==> config.mk <==
export PLATFORM = sky130hd
export DESIGN_NAME = tqvp_pwm_multi
export DESIGN_NICKNAME = d
export VERILOG_FILES = /design/src/rtl/tqvp_pwm_multi.sv
export SDC_FILE = /design/constraint.sdc
export NUM_CORES = 1
export LEC_CHECK = 0
export CAP_MARGIN = 20
export CORE_ASPECT_RATIO = 2
export CORE_MARGIN = 5
export CORE_UTILIZATION = 34
export CTS_CLUSTER_SIZE = 16
export DETAILED_ROUTE_END_ITERATION = 8
export DONT_BUFFER_PORTS = 1
export GPL_ROUTABILITY_DRIVEN = 1
export HOLD_SLACK_MARGIN = 0.02
export PLACE_DENSITY = 0.46
export REMOVE_ABC_BUFFERS = 1
export SLEW_MARGIN = 20
export SYNTH_ARGS = -nofsm -noshare
export SYNTH_HDL_FRONTEND = slang
export SYNTH_SLANG_ARGS = --single-unit
==> constraint.sdc <==
create_clock -name clk -period 5.7 [get_ports clk]
set_input_delay 1.14 -clock clk [delete_from_list [all_inputs] [get_ports clk]]
set_output_delay 1.14 -clock clk [all_outputs]
set_load 0.05 [all_outputs]
==> src/rtl/tqvp_pwm_multi.sv <==
// tqvp_pwm_multi -- multi-channel PWM peripheral for the TinyQV peripheral bus.
//
// NCH channels share one prescaler and one 8-bit period counter. Each channel
// has a double-buffered duty register and an output polarity bit. New duty and
// period values move from shadow to active copies only at a period boundary
// (wrap), on FORCE_UPD, or continuously while the block is disabled.
//
// Optional feature: define PWM_CENTER_EN to build center-aligned (up/down)
// counting selected by CTRL.b1. Without it CTRL.b1 reads 0, only edge mode
// exists and no direction flop is built.
//
// Ports:
//   clk         clock
//   rst_n       synchronous, active-low reset
//   ui_in       unused
//   uo_out      uo_out[i] = chan_out[i % NCH]
//   address     register address (0x0-0x7 DUTYn, 0x8 PERIOD, 0x9/0xA PRESCALE,
//               0xB CTRL, 0xC POL, 0xD STAT, 0xE CNT)
//   data_write  write strobe
//   data_in     write data
//   data_out    read data, combinational from address
module tqvp_pwm_multi #(
  parameter int NCH        = 4,
  parameter int PRESCALE_W = 16
) (
  input  logic       clk,
  input  logic       rst_n,
  input  logic [7:0] ui_in,
  output logic [7:0] uo_out,
  input  logic [3:0] address,
  input  logic       data_write,
  input  logic [7:0] data_in,
  output logic [7:0] data_out
);

  logic [7:0]            duty_sh_reg  [NCH];
  logic [7:0]            duty_act_reg [NCH];
  logic [7:0]            top_sh_reg, top_act_reg;
  logic [7:0]            pre_lo_reg, pre_hi_reg;
  logic                  en_reg;
  logic [NCH-1:0]        pol_reg;
  logic                  upd_pend_reg, wrap_flag_reg;
  logic [PRESCALE_W-1:0] pre_cnt_reg, pre_cnt_next;
  logic [7:0]            cnt_reg, cnt_next;
  logic [NCH-1:0]        chan_out_reg;
  logic [NCH-1:0]        wr_duty;
  logic                  center_rd;

  logic unused_inputs;
  assign unused_inputs = &{1'b0, ui_in};

  // Write decodes
  logic wr_top, wr_lo, wr_hi, wr_ctrl, wr_pol, wr_stat, force_upd;
  assign wr_top    = data_write && (address == 4'h8);
  assign wr_lo     = data_write && (address == 4'h9);
  assign wr_hi     = data_write && (address == 4'hA);
  assign wr_ctrl   = data_write && (address == 4'hB);
  assign wr_pol    = data_write && (address == 4'hC);
  assign wr_stat   = data_write && (address == 4'hD);
  assign force_upd = wr_ctrl && data_in[2];

  logic [15:0]           prescale_full;
  logic [PRESCALE_W-1:0] prescale;
  assign prescale_full = {pre_hi_reg, pre_lo_reg};
  assign prescale      = prescale_full[PRESCALE_W-1:0];

  // The counter runs only while enabled; a CTRL write that clears EN or
  // requests FORCE_UPD resets the counter on that same edge.
  logic counting, tick, wrap_cond, wrap, load_act;
  assign counting = en_reg && !(wr_ctrl && (!data_in[0] || data_in[2]));
  assign tick     = (pre_cnt_reg == prescale);
  assign wrap     = counting && tick && wrap_cond;
  // Actives follow shadows every cycle while disabled.
  assign load_act = !en_reg || force_upd || wrap;

`ifdef PWM_CENTER_EN
  logic center_reg;
  logic dir_reg, dir_next;   // 0 = counting up, 1 = counting down
  logic center_chg;
  assign center_rd  = center_reg;
  assign center_chg = wr_ctrl && (data_in[1] != center_reg);
  // In center mode CNT returns to 0 only at a period start.
  assign wrap_cond  = center_reg ? (cnt_reg == 8'd0) : (cnt_reg == top_act_reg);
`else
  assign center_rd  = 1'b0;
  assign wrap_cond  = (cnt_reg == top_act_reg);
`endif

  always_comb begin
    pre_cnt_next = pre_cnt_reg;
    cnt_next     = cnt_reg;
`ifdef PWM_CENTER_EN
    dir_next     = dir_reg;
`endif
    if (!counting) begin
      pre_cnt_next = '0;
      cnt_next     = 8'd0;
`ifdef PWM_CENTER_EN
      dir_next     = 1'b0;
`endif
    end else begin
      pre_cnt_next = tick ? '0 : pre_cnt_reg + PRESCALE_W'(1);
      if (tick) begin
`ifdef PWM_CENTER_EN
        if (center_reg) begin
          if (top_act_reg == 8'd0) begin
            cnt_next = 8'd0;
            dir_next = 1'b0;
          end else if (!dir_reg) begin
            if (cnt_reg >= top_act_reg) begin
              dir_next = 1'b1;
              cnt_next = cnt_reg - 8'd1;
            end else begin
              cnt_next = cnt_reg + 8'd1;
            end
          end else if (cnt_reg == 8'd0) begin
            dir_next = 1'b0;
            cnt_next = 8'd1;
          end else begin
            cnt_next = cnt_reg - 8'd1;
          end
        end else begin
          cnt_next = (cnt_reg == top_act_reg) ? 8'd0 : cnt_reg + 8'd1;
        end
`else
        cnt_next = (cnt_reg == top_act_reg) ? 8'd0 : cnt_reg + 8'd1;
`endif
      end
`ifdef PWM_CENTER_EN
      if (center_chg) dir_next = 1'b0;
`endif
    end
  end

  // Shared control and status state
  always_ff @(posedge clk) begin
    if (!rst_n) begin
      top_sh_reg    <= 8'd0;
      top_act_reg   <= 8'd0;
      pre_lo_reg    <= 8'd0;
      pre_hi_reg    <= 8'd0;
      en_reg        <= 1'b0;
      pol_reg       <= '0;
      upd_pend_reg  <= 1'b0;
      wrap_flag_reg <= 1'b0;
      pre_cnt_reg   <= '0;
      cnt_reg       <= 8'd0;
    end else begin
      if (wr_top)  top_sh_reg <= data_in;
      if (wr_lo)   pre_lo_reg <= data_in;
      if (wr_hi)   pre_hi_reg <= data_in;
      if (wr_ctrl) en_reg     <= data_in[0];
      if (wr_pol)  pol_reg    <= data_in[NCH-1:0];
      if (load_act) top_act_reg <= top_sh_reg;
      // A shadow write in the same cycle as a wrap keeps the update pending.
      if (!en_reg || force_upd)        upd_pend_reg <= 1'b0;
      else if (wr_top || (|wr_duty))   upd_pend_reg <= 1'b1;
      else if (wrap)                   upd_pend_reg <= 1'b0;
      // A simultaneous wrap beats the write-1-to-clear.
      if (wrap)                        wrap_flag_reg <= 1'b1;
      else if (wr_stat && data_in[1])  wrap_flag_reg <= 1'b0;
      pre_cnt_reg <= pre_cnt_next;
      cnt_reg     <= cnt_next;
    end
  end

`ifdef PWM_CENTER_EN
  always_ff @(posedge clk) begin
    if (!rst_n) begin
      center_reg <= 1'b0;
      dir_reg    <= 1'b0;
    end else begin
      if (wr_ctrl) center_reg <= data_in[1];
      dir_reg <= dir_next;
    end
  end
`endif

  // Per-channel duty buffers and output flops
  genvar gi;
  generate
    for (gi = 0; gi < NCH; gi++) begin : g_chan
      assign wr_duty[gi] = data_write && (address == 4'(gi));
      always_ff @(posedge clk) begin
        if (!rst_n) begin
          duty_sh_reg[gi]  <= 8'd0;
          duty_act_reg[gi] <= 8'd0;
          chan_out_reg[gi] <= 1'b0;
        end else begin
          if (wr_duty[gi]) duty_sh_reg[gi]  <= data_in;
          if (load_act)    duty_act_reg[gi] <= duty_sh_reg[gi];
          // Disabled channels rest at their polarity level.
          chan_out_reg[gi] <= (en_reg && (cnt_reg < duty_act_reg[gi])) ^ pol_reg[gi];
        end
      end
    end
    for (gi = 0; gi < 8; gi++) begin : g_out
      assign uo_out[gi] = chan_out_reg[gi % NCH];
    end
  endgenerate

  always_comb begin
    data_out = 8'h00;
    case (address)
      4'h8: data_out = top_sh_reg;
      4'h9: data_out = pre_lo_reg;
      4'hA: data_out = pre_hi_reg;
      4'hB: data_out = {6'd0, center_rd, en_reg};
      4'hC: data_out = 8'(pol_reg);
      4'hD: data_out = {6'd0, wrap_flag_reg, upd_pend_reg};
      4'hE: data_out = cnt_reg;
      4'hF: data_out = 8'h00;
      default: begin
        for (int i = 0; i < NCH; i++) begin
          if (address == 4'(i)) data_out = duty_sh_reg[i];
        end
      end
    endcase
  end

endmodule
==> results.py <==
metrics = {
    "status": {
        "status": "complete, no violations",
    },
    "layout": {
        "final_common_cell": "dfxtp_1",
        "fin_util": 0.385,
        "fill_cells": 1945,
        "final_nets": 660,
        "drive_gt1_frac": 0.0806,
        "area_growth_pct": 11.7,
        "fin_cells": 879,
        "diodes": 0,
        "layout_common_cells": "67 x dfxtp_1, 65 x and2_1, 64 x edfxtp_1",
    },
    "critical_path": {
        "crit_fanout": 32,
        "critPathKind": "input port to output pin",
        "cp-start-kind": "input port",
        "worstPathRequired_ps": 4560,
        "cp-end-kind": "output pin",
        "rrSetupSlack_ps": 2410,
        "critPathArrivalTime_ps": 2580,
    },
    "clock_tree": {
        "cts.sinks": 131,
        "ctsHoldBuffers": 0,
        "post_cts_buffers": 0,
        "cts_resized": 0,
        "max-clock-path-buffers": 2,
        "cts_tree": "yes",
        "htree_levels": 4,
        "clock_latency_ps": 420,
        "cts.root.buffer_cell": "clkbuf_16",
        "clk_pin_slew_ps": 60,
        "numCtsBuffers": 17,
    },
    "floorplan": {
        "start_util": 0.345,
        "io_pins": 39,
        "die_h_um": 208,
        "rows": 72,
        "fp.dieW_um": 109,
        "die_area_um2": 22600,
        "core-area_um2": 19300,
    },
    "detailed_routing": {
        "viasPerCell": 4.95,
        "drc": 0,
        "routedWlPerCell_um": 20.7,
        "drtIter0Drc": 223,
        "totalWireLength_um": 18200,
        "ant_nets": 0,
        "vias": 4349,
        "drt_pre_antenna_iters": 4,
    },
    "synthesis": {
        "ys_ff_latch": 131,
        "synth_cells": 620,
        "yosysSeqAreaShare": 0.491,
        "synth_edf_count": 64,
        "async_flop_share": 0,
        "ys.flop_type": "dfxtp_1",
        "synth.avg_cell_area_um2": 10.7,
        "ys_warn_count": 0,
        "netlist_area_um2": 6650,
        "ys_types": 43,
    },
    "placed_design": {
        "io_buffers": 0,
        "place.gp.congestion": 0.777,
        "post-place-cells": 847,
        "hpwlAfterDp_um": 14000,
    },
    "sta": {
        "rsz0062_at_grt": "false",
        "fin_tns_setup_ps": 0,
        "finalClockSkew_ps": 8.81,
        "setup_viol": 0,
        "whs_ps": 480,
        "fin_crit_sh": 0.653,
        "layout_min_cycle_time_ps": 3720,
        "finalHoldViolCount": 0,
        "maxSlewHeadroom": 0.331,
        "slew_violations": 0,
        "timing.fmax_ghz": 0.269,
        "worstMarginPinSlew_ps": 997,
    },
    "grt": {
        "grt_max_degree": 41,
        "grt_usage": 0.171,
        "grt-ovfl-total": 0,
        "antenna_found_initial": 0,
        "grt_pass1_wl_um": 27800,
        "grt_pass1_vias": 4628,
    },
    "power": {
        "power_density_nw_per_um2": 304,
        "p_total_w": 0.00226,
        "ir_drop_uv": 175,
        "power_leakage_nw": 2.72,
    },
    "min_path": {
        "holdCritPathClass": "flop to flop",
    },
    "run": {
        "maxCapViolations": 0,
    },
}
==> cell usage after synthesis, types with 4 or more instances <==
cell       instances  share of area
dfxtp_1           67           0.20
and2_1            65          0.061
edfxtp_1          64           0.29
nor2_1            42          0.024
mux2i_1           36          0.054
inv_1             32          0.018
nor2b_1           31          0.029
ha_1              30          0.056
xnor2_1           30          0.040
nand2_1           28          0.016
xor2_1            19          0.025
a22o_1            17          0.022
clkbuf_1          17         0.0096
a21oi_1           15          0.011
o21ai_0           14          0.011
nand4_1           13          0.012
nand2b_1          12          0.011
nand3_1           10         0.0075
mux4_2             8          0.027
nor3_1             7         0.0053
buf_2              6         0.0045
nand3b_1           6         0.0068
o22ai_1            6         0.0056
a2111oi_0          4         0.0053
a22oi_1            4         0.0045
a41oi_1            4         0.0053
and3_1             4         0.0038
buf_1              4         0.0023
buf_4              4         0.0045
==> power by group <==
part / internal, W / leakage [nW] / switching, W
sequential: 0.00102 / 1.22 / 0.0000172
combinational: 0.0000482 / 1.21 / 0.0000701
clock: 0.000682 / 0.285 / 0.000419
==> worst max-delay path, stage by stage <==
cell and delay [ps]:
nor2b_1 500, a21oi_1 140, o21ai_0 250, a22o_1 530
==> final cells by class <==
class | instances | area (um2) | share of cell area
Timing Repair Buffer | 4 | 30.0 | 0.00404
Multi-Input combinational cell | 421 | 3100 | 0.417
Sequential cell | 131 | 3260 | 0.439
Tap cell | 259 | 324 | 0.0436
Inverter | 32 | 120 | 0.0162
Clock buffer | 17 | 425 | 0.0573
Clock inverter | 15 | 166 | 0.0224
==> final timing paths <==
check                             start                               end  cells after the start
max                          address[1]                       data_out[0]                      4
min           pre_cnt_reg[0]$_SDFF_PP0_         pre_cnt_reg[0]$_SDFF_PP0_                      1
max reg2reg  pre_hi_reg[1]$_SDFFE_PN0P_  duty_act_reg[3][3]$_SDFFCE_PN0P_                      7
min reg2reg   pre_cnt_reg[0]$_SDFF_PP0_         pre_cnt_reg[0]$_SDFF_PP0_                      1
==> metal layers <==
layer | GRT usage | wire length [um] | vias to the layer above
met4 | 0.0750 | 564 | 0
met2 | 0.336 | 10800 | 80
li1 | - | - | 2126
met1 | 0.157 | 6010 | 2119
met5 | 0 | 0 | -
met3 | 0.0411 | 752 | 24
==> kinds of logic (layout without fill, tap and decap cells) <==
group | count (synthesis) | after routing | synth area share
multiplexers | 46 | 46 | 0.0847
AO/OA/AOI/OAI | 70 | 70 | 0.0715
flip-flops | 131 | 131 | 0.491
adder cells (fa/ha/maj) | 30 | 30 | 0.0565
XOR/XNOR | 49 | 49 | 0.0645
AND/OR/NAND/NOR | 226 | 226 | 0.187
buffers and inverters | 68 | 68 | 0.0446
==> stage by stage <==
stage	instance area, um2	worst slack, ps
floorplan	6470	2420
global placement	6840	1990
detailed placement	6840	1980
CTS	7430	1980
global route	7430	1840
finish	7430	1980
(Power assumes the default switching activity.)
